`src/rtl/fetch_controller.sv`:
```
// fetch_controller
//   Instruction fetch sequencer. It issues one memory request at a time from
//   pc, captures the returned word, and presents it downstream until it is
//   accepted. It then moves on to pc+4. Redirects and halts can interrupt
//   this flow at any point.
//
// Parameters
//   RESET_VECTOR   first fetch address after reset
//   TRAP_VECTOR    fetch address after a misaligned redirect (FETCH_TRAP_EN)
//
// Ports
//   clock          rising-edge clock
//   reset          synchronous, active-high reset
//   imem_req       instruction memory request
//   imem_addr      request address (equals pc)
//   imem_ready     memory completes the request, imem_rdata valid
//   imem_rdata     returned instruction word
//   instr_valid    instr/instr_pc hold a fetched instruction
//   instr          fetched instruction word
//   instr_pc       address of instr
//   instr_accept   downstream consumes instr when instr_valid=1
//   redirect_valid branch/jump redirect request (highest priority)
//   redirect_pc    redirect target
//   halt           level; stop issuing fetches
//   pc             next fetch address
//   trap           one-cycle pulse after a misaligned redirect
//
// Configuration
//   FETCH_TRAP_EN  when defined, a redirect to a misaligned target fetches
//                  from TRAP_VECTOR and pulses trap. When undefined, the low
//                  two bits of the target are cleared and trap stays 0.

module fetch_controller #(
  parameter logic [31:0] RESET_VECTOR = 32'h0000_0000,
  parameter logic [31:0] TRAP_VECTOR  = 32'h0000_0080
) (
  input  logic        clock,
  input  logic        reset,
  output logic        imem_req,
  output logic [31:0] imem_addr,
  input  logic        imem_ready,
  input  logic [31:0] imem_rdata,
  output logic        instr_valid,
  output logic [31:0] instr,
  output logic [31:0] instr_pc,
  input  logic        instr_accept,
  input  logic        redirect_valid,
  input  logic [31:0] redirect_pc,
  input  logic        halt,
  output logic [31:0] pc,
  output logic        trap
);

  typedef enum logic [1:0] {
    S_FETCH  = 2'd0,
    S_HOLD   = 2'd1,
    S_HALTED = 2'd2
  } state_t;

  state_t      state, state_next;
  logic [31:0] pc_next;
  logic [31:0] instr_next;
  logic [31:0] instr_pc_next;
  logic        instr_valid_next;
  logic        trap_next;

  // A request is only visible while fetching and not halted. Reset masks it
  // combinationally so that no request leaks out during the reset cycle.
  assign imem_req  = (state == S_FETCH) && !halt && !reset;
  assign imem_addr = pc;

`ifndef FETCH_TRAP_EN
  logic unused_bits;
  assign unused_bits = ^{TRAP_VECTOR, redirect_pc[1:0]};
`endif

  // Redirect wins over every other event. A word returned in the same cycle
  // as a redirect is dropped, and an accept in the same cycle has no effect
  // beyond the drop.
  always_comb begin
    state_next       = state;
    pc_next          = pc;
    instr_next       = instr;
    instr_pc_next    = instr_pc;
    instr_valid_next = instr_valid;
    trap_next        = 1'b0;

    if (redirect_valid) begin
      instr_valid_next = 1'b0;
`ifdef FETCH_TRAP_EN
      if (redirect_pc[1:0] != 2'b00) begin
        pc_next    = TRAP_VECTOR;
        trap_next  = 1'b1;
        state_next = S_FETCH;
      end else begin
        pc_next    = redirect_pc;
        state_next = halt ? S_HALTED : S_FETCH;
      end
`else
      pc_next    = {redirect_pc[31:2], 2'b00};
      state_next = halt ? S_HALTED : S_FETCH;
`endif
    end else begin
      case (state)
        S_FETCH: begin
          if (halt) begin
            state_next = S_HALTED;
          end else if (imem_ready) begin
            instr_next       = imem_rdata;
            instr_pc_next    = pc;
            instr_valid_next = 1'b1;
            pc_next          = pc + 32'd4;
            state_next       = S_HOLD;
          end
        end
        S_HOLD: begin
          if (instr_accept) begin
            instr_valid_next = 1'b0;
            state_next       = halt ? S_HALTED : S_FETCH;
          end
        end
        S_HALTED: begin
          if (!halt) begin
            state_next = S_FETCH;
          end
        end
        default: begin
          state_next = S_FETCH;
        end
      endcase
    end
  end

  always_ff @(posedge clock) begin
    if (reset) begin
      state       <= S_FETCH;
      pc          <= RESET_VECTOR;
      instr       <= 32'h0;
      instr_pc    <= 32'h0;
      instr_valid <= 1'b0;
      trap        <= 1'b0;
    end else begin
      state       <= state_next;
      pc          <= pc_next;
      instr       <= instr_next;
      instr_pc    <= instr_pc_next;
      instr_valid <= instr_valid_next;
      trap        <= trap_next;
    end
  end

endmodule
```
`config.mk`:
```
export PLATFORM = sky130hd
export DESIGN_NAME = fetch_controller
export DESIGN_NICKNAME = d
export VERILOG_FILES = /design/src/rtl/fetch_controller.sv
export SDC_FILE = /design/constraint.sdc
export NUM_CORES = 1
export LEC_CHECK = 0
export CAP_MARGIN = 20
export CORE_ASPECT_RATIO = 0.7
export CORE_UTILIZATION = 42
export DETAILED_ROUTE_END_ITERATION = 10
export PLACE_DENSITY = 0.81
export RECOVER_POWER = 50
export SLEW_MARGIN = 0
export SYNTH_ARGS = -nofsm -noshare
export SYNTH_HDL_FRONTEND = slang
export SYNTH_SLANG_ARGS = --single-unit
export TNS_END_PERCENT = 100
```
`constraint.sdc`:
```
create_clock -name clock -period 3.5 [get_ports clock]
set_clock_uncertainty 0.2 [all_clocks]
set_input_delay 0.525 -clock clock [delete_from_list [all_inputs] [get_ports clock]]
set_output_delay 0.525 -clock clock [all_outputs]
set_load 0.02 [all_outputs]
```
# Word level (Yosys, flattened, before mapping)
# Index checks and enable logic that the tools add are counted.
totals:
  reg_bits: 99
  latch_bits: 0
  ramBits: 0
  romBits: 0
  in_bits: 70
  output_inout_bits: 131
  wordCells: 47
  n_memories: 0
op_classes:
  add_sub_neg: 1
  mul: 0
  div: 0
  order_cmp: 0
  n_eq_ne: 9
  shifts: 0
  n_mux: 15
  bitwise: 2
  reduce_logical: 14
op_table:
  columns: ["op", "n"]
  rows:
  - ["two-way mux 32 bit", 4]
  - ["adder 32 x 3 -> 32 bit (second input constant)", 1]
  - ["two-way mux 2 bit", 6]
  - ["AND reduction 3 bit", 3]
  - ["!= test 2 bit (second input constant)", 4]
  - ["AND reduction 4 bit", 2]
  - ["!= test 3 bit (second input constant)", 2]
  - ["case mux 2 bit (3 select lines)", 1]
  - ["nonzero test 2 bit", 3]
  - ["!= test 4 bit (second input constant)", 1]
  - ["two-way mux 1 bit", 3]
  - ["== test 2 x 1 -> 1 bit (second input constant)", 1]
  - ["== test 2 bit (second input constant)", 1]
  - ["logical AND 1 bit", 2]
  - ["logical NOT 1 bit", 2]
  - ["logical NOT 2 bit", 1]
  - ["NOT 1 bit", 2]
  - ["case mux 1 bit (2 select lines)", 1]
  - ["OR reduction 2 bit", 1]

# Depth between registers and ports, before layout
# Gate-level depths: netlist of the first run.
depth:
  ltp_word: 5
  depth_mapped: 7
  ltp_nobuf: 5

# Least setup slack after synthesis of the first run
# No wires, ideal clock.
synth_path:
  kind: "in2reg"
  startpoint: "input halt"
  endpoint: "register pc[18], in the netlist imem_addr[18]"
  setup_ns: 0.091
  arrival_time_ns: 2.294
  t_required_ns: 3.209
  path_slack_ns: 0.915
  cell_stages: 5
  path_buffers: 1
  cell_sequence: "or4b_4 or4_4 buf_6 or4_1 a311oi_1"
synth_between:
  elab_chain_cells: 2
synth_lines:
  columns: ["item", "line", "rtl"]
  rows:
  - ["from (decl)", "49", "input logic halt,"]
  - ["!= test 2 bit (no source line)", null, null]
  - ["AND reduction 3 bit (no source line)", null, null]
  - ["to (signal assigned)", "144", "pc <= pc_next;"]
  - ["to (decl)", "50", "output logic [31:0] pc,"]
# Every way passes these cells.
# A chain may end at the register's enable or synchronous reset.

# Worst setup path after layout of the first run
layout_path:
  startpoint: "input halt"
  endpoint: "register pc[17], in the netlist imem_addr[17]"
# The elaborated chain is that of the path after synthesis.

==> results by group, run 1 <==
Clock tree
  • Number of gates resized after CTS: 0
  • Post-CTS Setup Bufs: 0
  • Clk slew on worst S/H paths: 70 ps
  • Root buffer cell: clkbuf_16
  • H-Tree Level Count: 3
  • CTS buffer count: 9
  • Clock Tree Buf Depth: 2
  • CTS tree: yes
  • Num Clock Sinks: 95
  • Worst skew pair latency: 340 ps
  • Hold Buf Count CTS: 0

Route
  • First-pass DRT Iterations: 5
  • Vias after detailed routing: roughly 4500
  • Total wire length: 13200 um
  • Initial drt markers: 269
  • DR WL/cell: 15.8 um
  • DRC Markers: 0
  • Vias per cell: 5.43
  • Routed Antenna Nets: 0

Power and ir drop
  • Switching Power: between 600 and 700 uW
  • Comb pwr share: 15.8%
  • Cell Pwr Density: 415 mW/mm^2
  • Internal power: 1.97 mW
  • VDD IR max: 0.239 mV
  • Static Leakage: 2.43 nW
  • Flop pwr share: 44.7%
  • Sw Ratio: 26.0%
  • Clock share of power: 39.5%
  • Power Total: approximately 2.7 mW

Timing
  • RSZ-0062 raised after global routing: false
  • Setup TNS: 0 ps
  • Fmax: 314 MHz
  • Final setup fails: 0
  • Slew headroom: 32.6%
  • Final Critical Period: 3180 ps
  • Fin. Hold Viols: 0
  • Transition time of the tightest slew-check pin: 1010 ps
  • Final WS setup: 317 ps
  • Fin crit share: 90.9%
  • Final Max Tran Viols: 0

Worst setup path
  • Slowest CP cell: or4_1
  • Critical path required time: 3540 ps
  • CP most frequent cell: or4_1
  • Crit path kind: in2reg
  • CP max FO: 13
  • Crit path capture type: flop
  • Worst path max stage delay: 750 ps
  • Arrival @ worst endpoint: ~3200 ps
  • Startpoint Class: input pin
  • Cell Chain, Critical Path: clkdlybuf4s50_1 > or4b_1 > or4_1 > or4_1 > a311oi_1

Finish
  • Area Overhead vs Synth: 48.2%
  • Design area: 0.00642 mm^2
  • Share of cells above drive strength 1: roughly 4.7%
  • # diodes: 0
  • Utilization after layout: 65.0%
  • Fill cell total of the finished layout: ~830
  • Nets: ~770

Global routing
  • All-Layer GR Usage: 24.3%
  • Total congestion overflow: 0
  • Number of global-route vias before repair: a little over 4000
  • Initial antenna violation count: 0
  • Largest net degree at the start of global routing: ~100
  • First-pass GRT wire length: 20200 um

Run
  • Max Cap Viol: 0

Die
  • Starting density of the core: 43.9%
  • Io pins: about 200
  • Die Ht: 87.0 um
  • Core area: slightly below 0.01 mm^2
  • Full die area: 0.0107 mm^2
  • # rows: 30
  • Die W: 123 um

Placement
  • Cell Area, Placed: 0.00610 mm^2
  • Setup slack at placement: 163 ps
  • Port Buffers: 191
  • DP HPWL: 9180 um
  • GP Congestion: 0.834

Logic synthesis
  • Synth cell types: 39
  • Register bit total from synthesis: 95
  • Synth warn: 0
  • Seq/Total Area, Yosys: a little over two fifths
  • Synth Instances: 558
  • Prevailing post-synth register cell: dfxtp_1
  • EDFF count, synth: 0
  • Syn Area/Cell: 7.77 um^2
  • Mapped Area: 0.00433 mm^2
  • Post-synth ARST share: 0%

Hold path
  • Hold/Removal Path Class: in2reg

Status
  • Status: finished clean
-- worst max-delay path, delay by kind of cell --
family | cells | cell delay, ps
compound gates | 1 | 280
buf+inv | 1 | 460
simple gates | 3 | 1950
-- power by group through the flow --
stage	registers [mW]	logic, mW	clock network, mW
3_5_place_dp	1.22	0.440	0
5_1_grt	1.20	0.452	1.12
2_1_floorplan	1.24	0.194	0
4_1_cts	1.19	0.442	1.07
6_report	1.19	0.422	1.05
3_3_place_gp	1.21	0.433	0
-- synth_stat cells (7+ instances only) --
cell type  number  area, um^2
a211oi_1       11        82.6
a21oi_1        68         340
a311oi_1       12         105
buf_4          37         278
clkbuf_1       34         128
dfxtp_1        95        1900
inv_1           9        33.8
nand2_1       141         529
nand3_1        12        60.1
nand4_1        11        68.8
nor2_1         32         120
nor3_1         13        65.1
nor4_1          9        56.3
o31ai_1         9        67.6
or4_1          10        75.1
xnor2_1         7        61.3
-- area by class of cell --
cell class	count	area [um^2]	area share, %
Tap cell	128	160	2.49
Timing Repair Buffer	203	2010	31.3
Clock buffer	11	243	3.78
Sequential cell	95	1900	29.6
Inverter	9	33.8	0.526
Multi-Input combinational cell	384	1990	31.0
Clock inverter	5	81.3	1.27
-- cells by family after synthesis --
logic type | Yosys count | share of synthesized area, %
AND/OR/NAND/NOR | 253 | 27.1
AO/OA/AOI/OAI | 114 | 16.0
flip-flops | 95 | 43.9
buffers and inverters | 85 | 10.8
XOR/XNOR | 9 | 1.82
adder cells (fa/ha/maj) | 1 | 0.289
other | 1 | 0.0865
-- cell usage in the layout (no fill, tap or decap), types with 10 or more instances in the layout --
| master | count |
|---|---|
| nand2_1 | 140 |
| dlygate4sd3_1 | 102 |
| dfxtp_1 | 95 |
| clkdlybuf4s50_1 | 88 |
| a21oi_1 | 68 |
| nor2_1 | 31 |
| nor3_1 | 13 |
| nand3_1 | 12 |
| a311oi_1 | 12 |
| a211oi_1 | 11 |
| nand4_1 | 11 |
| buf_4 | 11 |
| or4_1 | 10 |
-- layer usage --
metal | global-route usage, % | up-vias | routed length (um)
li1 | - | 2183 | -
met1 | 30.6 | 2096 | 5510
met2 | 38.9 | 238 | 6160
met3 | 7.98 | 20 | 1270
met4 | 8.98 | 0 | 227
met5 | 0 | - | 0
-- state kept, by name (all words and copies together), names as in the netlist --
| name | cells |
|---|---|
| imem_addr | 30 |
| instr | 32 |
| instr_pc | 30 |
| instr_valid | 1 |
| state | 2 |
-- final timing paths --
| kind | cells past startpoint | endpoint | slack (ps) | startpoint |
|---|---|---|---|---|
| max | 5 | imem_addr[17] | 320 | halt |
| min | 2 | state[1] | 220 | reset |
| max reg2reg | 4 | imem_addr[17] | 570 | state[0] |
| min reg2reg | 2 | instr[9] | 250 | instr[9] |
-- metrics by stage --
step / instances / hold slack [ps]
5_1_grt: 835 / 204
2_1_floorplan: 564 / 304
3_5_place_dp: 819 / 247
6_report: 835 / 215
3_3_place_gp: 819 / 241
4_1_cts: 835 / 196
(Power assumes the default switching activity.)
==> run 2, diff against run 1 <==
--- a/config.mk
+++ b/config.mk
@@ -11,7 +11,6 @@
 export DETAILED_ROUTE_END_ITERATION = 10
 export PLACE_DENSITY = 0.81
 export RECOVER_POWER = 50
-export SLEW_MARGIN = 0
 export SYNTH_ARGS = -nofsm -noshare
 export SYNTH_HDL_FRONTEND = slang
 export SYNTH_SLANG_ARGS = --single-unit
==> constraint.sdc (replaced) <==
create_clock -name clock -period 3.1 [get_ports clock]
set_clock_uncertainty 0.2 [all_clocks]
set_input_delay 0.465 -clock clock [delete_from_list [all_inputs] [get_ports clock]]
set_output_delay 0.465 -clock clock [all_outputs]
set_load 0.02 [all_outputs]
==> results by group, run 2 (synthesis gave the netlist of run 1 again) <==
Status
  • Status: finished clean

Clock tree
  • Post-CTS Setup Bufs: 0 (unchanged)
  • Num Clock Sinks: 95 (unchanged)
  • CTS buffer count: 9 (unchanged)
  • CTS tree: yes
  • Worst skew pair latency: 330 ps (about the same)
  • Hold Buf Count CTS: 0 (unchanged)
  • Clock Tree Buf Depth: 2 (unchanged)
  • H-Tree Level Count: 3 (unchanged)
  • Number of gates resized after CTS: 0 (unchanged)
  • Root buffer cell: clkbuf_16
  • Clk slew on worst S/H paths: 70 ps (about the same)

Timing
  • Fin. Hold Viols: 0 (unchanged)
  • Final Critical Period: 2800 ps
  • RSZ-0062 raised after global routing: false
  • Final setup fails: 0 (unchanged)
  • Fin crit share: about 90%
  • Final WS setup: 301 ps (-15.6 ps)
  • Fmax: 357 MHz
  • Transition time of the tightest slew-check pin: 915 ps (-96.4 ps)
  • Final Max Tran Viols: 0 (unchanged)
  • Slew headroom: 39.0% (+6.4 points)

Placement
  • Setup slack at placement: -52.8 ps (-216 ps)
  • Port Buffers: 191 (unchanged)
  • DP HPWL: 9480 um (+3.3%)
  • Cell Area, Placed: 0.00617 mm^2 (+1.1%)
  • GP Congestion: 0.803 (-3.7%)

Worst setup path
  • CP max FO: 10 (-3)
  • R2R setup slack: 460 ps (-110 ps)
  • Worst setup path end: imem_addr[17]
  • Critical Path Start: imem_ready
  • Cell Chain, Critical Path: clkdlybuf4s50_1 > or4b_4 > or4_1 > or4_1 > a311oi_1
  • CP most frequent cell: or4_1
  • Crit path capture type: flop
  • Startpoint Class: input pin
  • Crit path kind: in2reg
  • Worst R2R Path Depth: 4 (unchanged)
  • Arrival @ worst endpoint: 2840 ps (-380 ps)
  • Critical path required time: 3150 ps (-390 ps)
  • RR Endpoint: imem_addr[17]
  • Worst reg2reg startpoint: imem_addr[6]
  • Slowest CP cell: or4_1
  • Worst path max stage delay: 710 ps (-40 ps)

Die
  • # rows: 30 (unchanged)
  • Full die area: 0.0107 mm^2 (unchanged)
  • Starting density of the core: 43.9% (unchanged)
  • Core area: 0.00987 mm^2 (unchanged)
  • Io pins: 201 (unchanged)
  • Die W: 123 um (unchanged)
  • Die Ht: 87.0 um (unchanged)

Run
  • Max Cap Viol: 0 (unchanged)

Power and ir drop
  • VDD IR max: 0.394 mV (+65%)
  • Static Leakage: 2.46 nW (+1.5%)
  • Power Total: 3.03 mW (+14%)
  • Internal power: 2.24 mW (+13%)
  • Flop pwr share: 44.2% (-0.5 points)
  • Switching Power: 789 uW (+14%)
  • Cell Pwr Density: 467 mW/mm^2 (+12%)
  • Sw Ratio: 26.1% (+0.064 points)
  • Clock share of power: 39.5% (about the same)
  • Comb pwr share: 16.2% (+0.4 points)

Finish
  • Share of cells above drive strength 1: 5.60% (+0.93 points)
  • Area Overhead vs Synth: 49.7%
  • Commonest non-fill, non-tap cells in the layout: 141 x nand2_1, 99 x dlygate4sd3_1, 95 x dfxtp_1
  • Register bank with the most flops: instr
  • Design area: 0.00649 mm^2 (+1.0%)
  • # diodes: 0 (unchanged)
  • Nets: 780 (+0.91%)
  • Leading cell type in the layout, fill and taps excluded: nand2_1
  • Max FFs per register: 32 (unchanged)

Route
  • Initial drt markers: 309 (+15%)
  • Routed Antenna Nets: 0 (unchanged)
  • DRC Markers: 0 (unchanged)
  • DR WL/cell: 16.0 um (+1.2%)
  • First-pass DRT Iterations: 5 (unchanged)
  • Vias per cell: 5.45 (+0.24%)
  • Vias after detailed routing: 4586 (+1.1%)
  • Total wire length: 13400 um (+2.0%)

Global routing
  • Number of global-route vias before repair: 4217 (+3.4%)
  • All-Layer GR Usage: 24.8% (+0.44 points)
  • Total congestion overflow: 0 (unchanged)
  • Initial antenna violation count: 0 (unchanged)
  • Largest net degree at the start of global routing: 63 (-38%)
  • First-pass GRT wire length: 20600 um (+2.1%)

Hold path
  • Hold path startpoint: instr_pc[25]
  • Hold/Removal Path Class: reg2reg
==> run 2: layer usage <==
layer,GRT usage [%],share of wire (%),vias to the layer above
met3,7.26,8.9,15
met2,40.9,47,217
met5,0,0,-
met4,6.24,1.0,0
li1,-,-,2199
met1,31.7,43,2155
==> run 2: final cells by class <==
class	instances	area, um^2
flip-flops and latches	95	1900
inverters	9	33.8
well taps	128	160
multi-input cells	384	1990
clock buffers	10	239
clock inverters	6	91.3
repair buffers	210	2070
fillers	818	3380
==> run 2: critical path: cells and delay by family <==
family / cells / cell delay, ps
buffers and inverters: 1 / 470
AOI/OAI and AO/OA: 1 / 270
and+or+nand+nor: 3 / 1650
==> run 2: how the worst min path moves through the flow <==
stage	to	slack [ps]	depth (start not counted)
final	instr_pc[25]	250	2
after global routing	instr[31]	260	2
after CTS	instr_pc[25]	260	2
after detailed placement	instr_pc[25]	250	2
after global placement	instr_pc[25]	240	2
after floorplan	state[1]	300	1
==> run 2: stage by stage <==
step	std cells	hold slack, ps	TNS, ps	utilization, %
after floorplan	564	304	0	-
after global routing	842	264	0	65.7
after CTS	842	256	0	65.8
after detailed placement	826	247	-157	62.5
final	842	251	0	65.7
after global placement	826	241	-2.77	62.5
==> run 2: power by group through the flow <==
stage | logic [mW] | clock network (mW) | registers [mW]
after floorplan | 0.219 | 0 | 1.40
after global placement | 0.503 | 0 | 1.36
after detailed placement | 0.510 | 0 | 1.37
after CTS | 0.514 | 1.23 | 1.34
after global routing | 0.525 | 1.27 | 1.35
final | 0.491 | 1.20 | 1.34
